`src/rtl/bcd_digit_serial_adder.sv`:
```
// rtl/bcd_digit_serial_adder.sv - digit-serial packed-BCD adder, one decimal digit per clock
// Optional macro BCD_ERR_CHECK_EN compiles in the sticky invalid-digit (>9) check on err.
module bcd_digit_serial_adder #(
    parameter int DIGITS = 2
) (
    input  logic                  clk,
    input  logic                  rst_n,
    input  logic                  in_valid,
    output logic                  in_ready,
    input  logic [4*DIGITS-1:0]   a,
    input  logic [4*DIGITS-1:0]   b,
    input  logic                  cin,
    output logic                  out_valid,
    input  logic                  out_ready,
    output logic [4*DIGITS-1:0]   sum,
    output logic                  cout,
    output logic                  err
);

    localparam int IDX_W = (DIGITS > 1) ? $clog2(DIGITS) : 1;
    localparam logic [IDX_W-1:0] LAST_IDX = IDX_W'(DIGITS - 1);

    typedef enum logic [1:0] {
        S_IDLE = 2'd0,
        S_ADD  = 2'd1,
        S_DONE = 2'd2
    } state_t;

    state_t                state_q, state_d;
    logic [4*DIGITS-1:0]   a_q, b_q, sum_q;
    logic                  carry_q, cout_q;
    logic [IDX_W-1:0]      idx_q;

    logic                  accept;
    logic                  last_digit;
    logic [3:0]            a_dig, b_dig, res_digit;
    logic [4:0]            digit_sum;
    logic                  digit_gt9;

    // ---------------- FSM: state register ----------------
    always_ff @(posedge clk or negedge rst_n) begin
        if (!rst_n) begin
            state_q <= S_IDLE;
        end else begin
            state_q <= state_d;
        end
    end

    // ---------------- FSM: next state ----------------
    always_comb begin
        state_d = state_q;
        case (state_q)
            S_IDLE: if (in_valid)   state_d = S_ADD;
            S_ADD:  if (last_digit) state_d = S_DONE;
            S_DONE: if (out_ready)  state_d = S_IDLE;
            default:                state_d = S_IDLE;
        endcase
    end

    // ---------------- FSM: outputs ----------------
    always_comb begin
        in_ready  = 1'b0;
        out_valid = 1'b0;
        case (state_q)
            S_IDLE:  in_ready  = 1'b1;
            S_DONE:  out_valid = 1'b1;
            default: ;
        endcase
    end

    assign accept     = in_valid & in_ready;
    assign last_digit = (idx_q == LAST_IDX);

    // ---------------- per-digit arithmetic ----------------
    assign a_dig     = a_q[{idx_q, 2'b00} +: 4];
    assign b_dig     = b_q[{idx_q, 2'b00} +: 4];
    assign digit_sum = {1'b0, a_dig} + {1'b0, b_dig} + {4'b0000, carry_q};
    assign digit_gt9 = (digit_sum > 5'd9);
    // Adding 6 modulo 16 skips the six unused codes and wraps into the valid digit.
    assign res_digit = digit_gt9 ? (digit_sum[3:0] + 4'd6) : digit_sum[3:0];

    // ---------------- datapath registers ----------------
    always_ff @(posedge clk or negedge rst_n) begin
        if (!rst_n) begin
            a_q     <= '0;
            b_q     <= '0;
            sum_q   <= '0;
            carry_q <= 1'b0;
            cout_q  <= 1'b0;
            idx_q   <= '0;
        end else if (accept) begin
            a_q     <= a;
            b_q     <= b;
            carry_q <= cin;
            idx_q   <= '0;
        end else if (state_q == S_ADD) begin
            sum_q[{idx_q, 2'b00} +: 4] <= res_digit;
            carry_q                    <= digit_gt9;
            if (last_digit) begin
                cout_q <= digit_gt9;
                idx_q  <= '0;
            end else begin
                idx_q  <= idx_q + IDX_W'(1);
            end
        end
    end

    assign sum  = sum_q;
    assign cout = cout_q;

`ifdef BCD_ERR_CHECK_EN
    logic err_q;

    always_ff @(posedge clk or negedge rst_n) begin
        if (!rst_n) begin
            err_q <= 1'b0;
        end else if (accept) begin
            err_q <= 1'b0;
        end else if (state_q == S_ADD) begin
            err_q <= err_q | (a_dig > 4'd9) | (b_dig > 4'd9);
        end
    end

    assign err = err_q;
`else
    assign err = 1'b0;
`endif

endmodule

```
`config.mk`:
```
export PLATFORM = sky130hd
export DESIGN_NAME = bcd_digit_serial_adder
export DESIGN_NICKNAME = d
export VERILOG_FILES = /design/src/rtl/bcd_digit_serial_adder.sv
export SDC_FILE = /design/constraint.sdc
export NUM_CORES = 1
export LEC_CHECK = 0
export BUFFER_PORTS_ARGS = -buffer_cell sky130_fd_sc_hd__clkbuf_2
export CAP_MARGIN = 20
export CORE_ASPECT_RATIO = 1.1
export CORE_MARGIN = 8
export CORE_UTILIZATION = 45
export CTS_CLUSTER_SIZE = 20
export DETAILED_ROUTE_END_ITERATION = 10
export GPL_TIMING_DRIVEN = 0
export PLACE_DENSITY = 0.76
export SLEW_MARGIN = 0
export SYNTH_ARGS = -nofsm -noshare
export SYNTH_HDL_FRONTEND = slang
export SYNTH_SLANG_ARGS = --single-unit
export TNS_END_PERCENT = 5
```
`constraint.sdc`:
```
create_clock -name clk -period 4.21 [get_ports clk]
set_input_delay 0.842 -clock clk [delete_from_list [all_inputs] [get_ports clk]]
set_output_delay 0.842 -clock clk [all_outputs]
set_load 0.1 [all_outputs]
```
==> impl_results.md <==
* # resized after CTS at 0
* CTS H-Tree Depth at 2
* # fillers at 323
* Cell mode on critical path: fa_1
* Final WL at 2860 um
* Register area at 726 um^2
* Hold Crit Depth at 2
* Initial DRC count at 29
* Yosys Warn Count at 0
* Ports at 33
* Setup TNS at 0 ps
* Run status: complete, no violations
* Clk slew on worst S/H paths at 90 ps
* Die Wd at 70.7 um
* Nets@finish at 194
* CP bufs+invs at 2
* Syn Inst Count at 129
* CTS Buf Count at 5
* Reg2reg start: idx_q
* Element type at the critical path end: flop
* DR WL/cell at 14.0 um
* Grt ovf at 0
* Achievable Freq at 0.291 GHz
* Worst Path Required at 4470 ps
* WS Path Type: reg2reg
* Vias in the first global route at 1209
* Critical path's top delay family: adder cells
* Cell Chain, Critical Path: clkbuf_1 > mux2_2 > fa_1 > fa_1 > inv_1 > ha_1 > a21o_1 > or4_1 > nand3_1
* Initial antenna violation count at 0
* Critical path's largest stage delay at 570 ps
* CP Max Fanout at 10
* Final period utilization at 81.5%
* Area grow syn2layout at 17.0%
* Slew headroom at 52.9%
* FF-to-FF setup slack at 780 ps
* Post-CTS setup buffers at 0
* Final Hold Vio Count at 0
* Startpoint of the worst hold path: sum[7]
* Total number of vias at 1076
* RSZ-0062 raised after global routing: false
* Setup Skew at 3.04 ps
* Core ar. at 3250 um^2
* Netlist cell types at 31
* Min Hold Slack at 493 ps
* Antenna diodes at 0
* Gr usage total at 12.0%
* Critical path arrival at 3690 ps
* Worst r2r dst: sum[1]
* Crit path time final at 3430 ps
* Share of post-route cells with drive strength above 1 at 39.3%
* Synthesized Nets at 156
* Clock Sinks at 29
* Total die area at 5390 um^2
* Drt first pass iters at 4
* R2R cell count at 9
* GPL Wtd Cong at 0.837
* Via density at 5.27
* Hold buffers post-CTS at 0
* Initial Util at 45.6%
* FF+latch count, synth at 29
* Cell Area, Synth at 1480 um^2
* Multi-input gate area at 717 um^2
* Finish-stage setup viols at 0
* Critical Path Start Type: flop
* Leading cell type in the layout, fill and taps excluded: clkbuf_2
* IO buf count at 31
* Die Y at 76.2 um
* Pin count of the biggest net entering global routing at 30
* Residual DRC count at 0
* Area of placed instances at 1680 um^2
* Worst hold path type: reg2reg
* Root buf cell: clkbuf_4
* Hold EP: sum[7]
* Commonest non-fill, non-tap cells in the layout: 31 x clkbuf_2, 29 x dfrtp_1, 24 x mux2_2
* Cell area after layout at 1730 um^2
* Avg Cell Area, Syn at 11.5 um^2
* CTS tree: yes
* Row count at 22
* Global-route wire length before repair at 5150 um
* DRT antenna net count at 0
* Worst Tran Pin Value at 706 ps
* Seq/Total Area, Yosys at 48.9%
* Critical path's slowest cell: fa_1
* Max-cap violations at 0
* Clock tree buffer depth at 2
* Final slew viol count at 0
* Post-DP HPWL at 2220 um
* Clock Latency Late Sink at 320 ps
## layer usage
layer	track usage (%)	vias to the layer above	part of all wire, %
met5	0	-	0
met4	7.08	0	2.7
met3	6.18	9	7.0
met2	19.6	31	50
met1	11.8	504	41
li1	-	532	-
## stage by stage
step	instances	util (%)	setup WS [ps]
global route	204	53.4	558
detailed placement	196	51.8	818
floorplan	129	-	1110
finish	204	53.4	779
global placement	196	51.8	863
CTS	204	53.4	781
## cell families (layout without fill, tap and decap cells)
group | after synthesis | count (layout) | synth area share (%)
adders and majority gates | 6 | 6 | 6.08
DFF | 29 | 29 | 48.9
buffers and inverters | 9 | 48 | 2.70
xor gates and xnor gates | 2 | 2 | 1.18
muxes | 26 | 26 | 19.6
other | 1 | 1 | 0.253
AOI/OAI and AO/OA | 23 | 23 | 9.54
and+or+nand+nor | 33 | 33 | 11.7
## cells in the mapped netlist
cell type,count,area [um^2]
nand3b_1,1,7.51
o211ai_1,1,7.51
o311ai_1,1,8.76
a21o_1,4,30.0
mux2_2,24,270
ha_1,4,50.1
a221oi_1,2,17.5
or4_1,2,15.0
nand2b_1,5,31.3
fa_1,2,40.0
buf_4,1,7.51
nor3b_1,1,7.51
nor4b_1,1,8.76
o21ai_0,8,40.0
dfrtp_1,29,726
nand2_1,10,37.5
nor2b_1,1,6.26
o21a_1,1,7.51
and3_4,1,11.3
nor2_1,6,22.5
conb_1,1,3.75
buf_2,2,10.0
clkbuf_1,3,11.3
mux2i_1,2,20.0
inv_1,3,11.3
nor3_1,2,10.0
xor2_1,1,8.76
and2_1,1,6.26
nand3_1,2,10.0
xnor2_1,1,8.76
a21oi_1,6,30.0
## worst max-delay path by stage
stage | from | endpoint | slack [ps] | depth (start not counted)
6_report | idx_q | sum[1] | 780 | 9
3_3_place_gp | idx_q | sum[1] | 860 | 9
2_1_floorplan | idx_q | sum[1] | 1110 | 9
4_1_cts | idx_q | sum[1] | 780 | 9
3_5_place_dp | idx_q | sum[1] | 820 | 9
5_1_grt | idx_q | sum[1] | 560 | 9
## registers in the layout, summed over array words and instances, names as in the netlist
register	count
cout	1
sum	8
state_q	2
carry_q	1
a_q	8
b_q	8
idx_q	1
## final cells by class
cell class / count / share of cell area, %
Sequential cell: 29 / 41.8
Multi-Input combinational cell: 91 / 41.3
Timing Repair Buffer: 31 / 8.95
Tap cell: 36 / 2.60
Clock buffer: 6 / 2.38
Buffer: 6 / 1.66
Inverter: 3 / 0.649
Clock inverter: 2 / 0.577
## worst min-delay path, delay by kind of cell, from the launching register on
kind	cells	cell delay (ps)
AO/OA/AOI/OAI	1	60
flip-flops	1	350
AND/OR/NAND/NOR	1	50
Power is left out: the tool's default activity adds up to more than one toggle a clock period on the data nets, which glitch-free logic cannot reach.
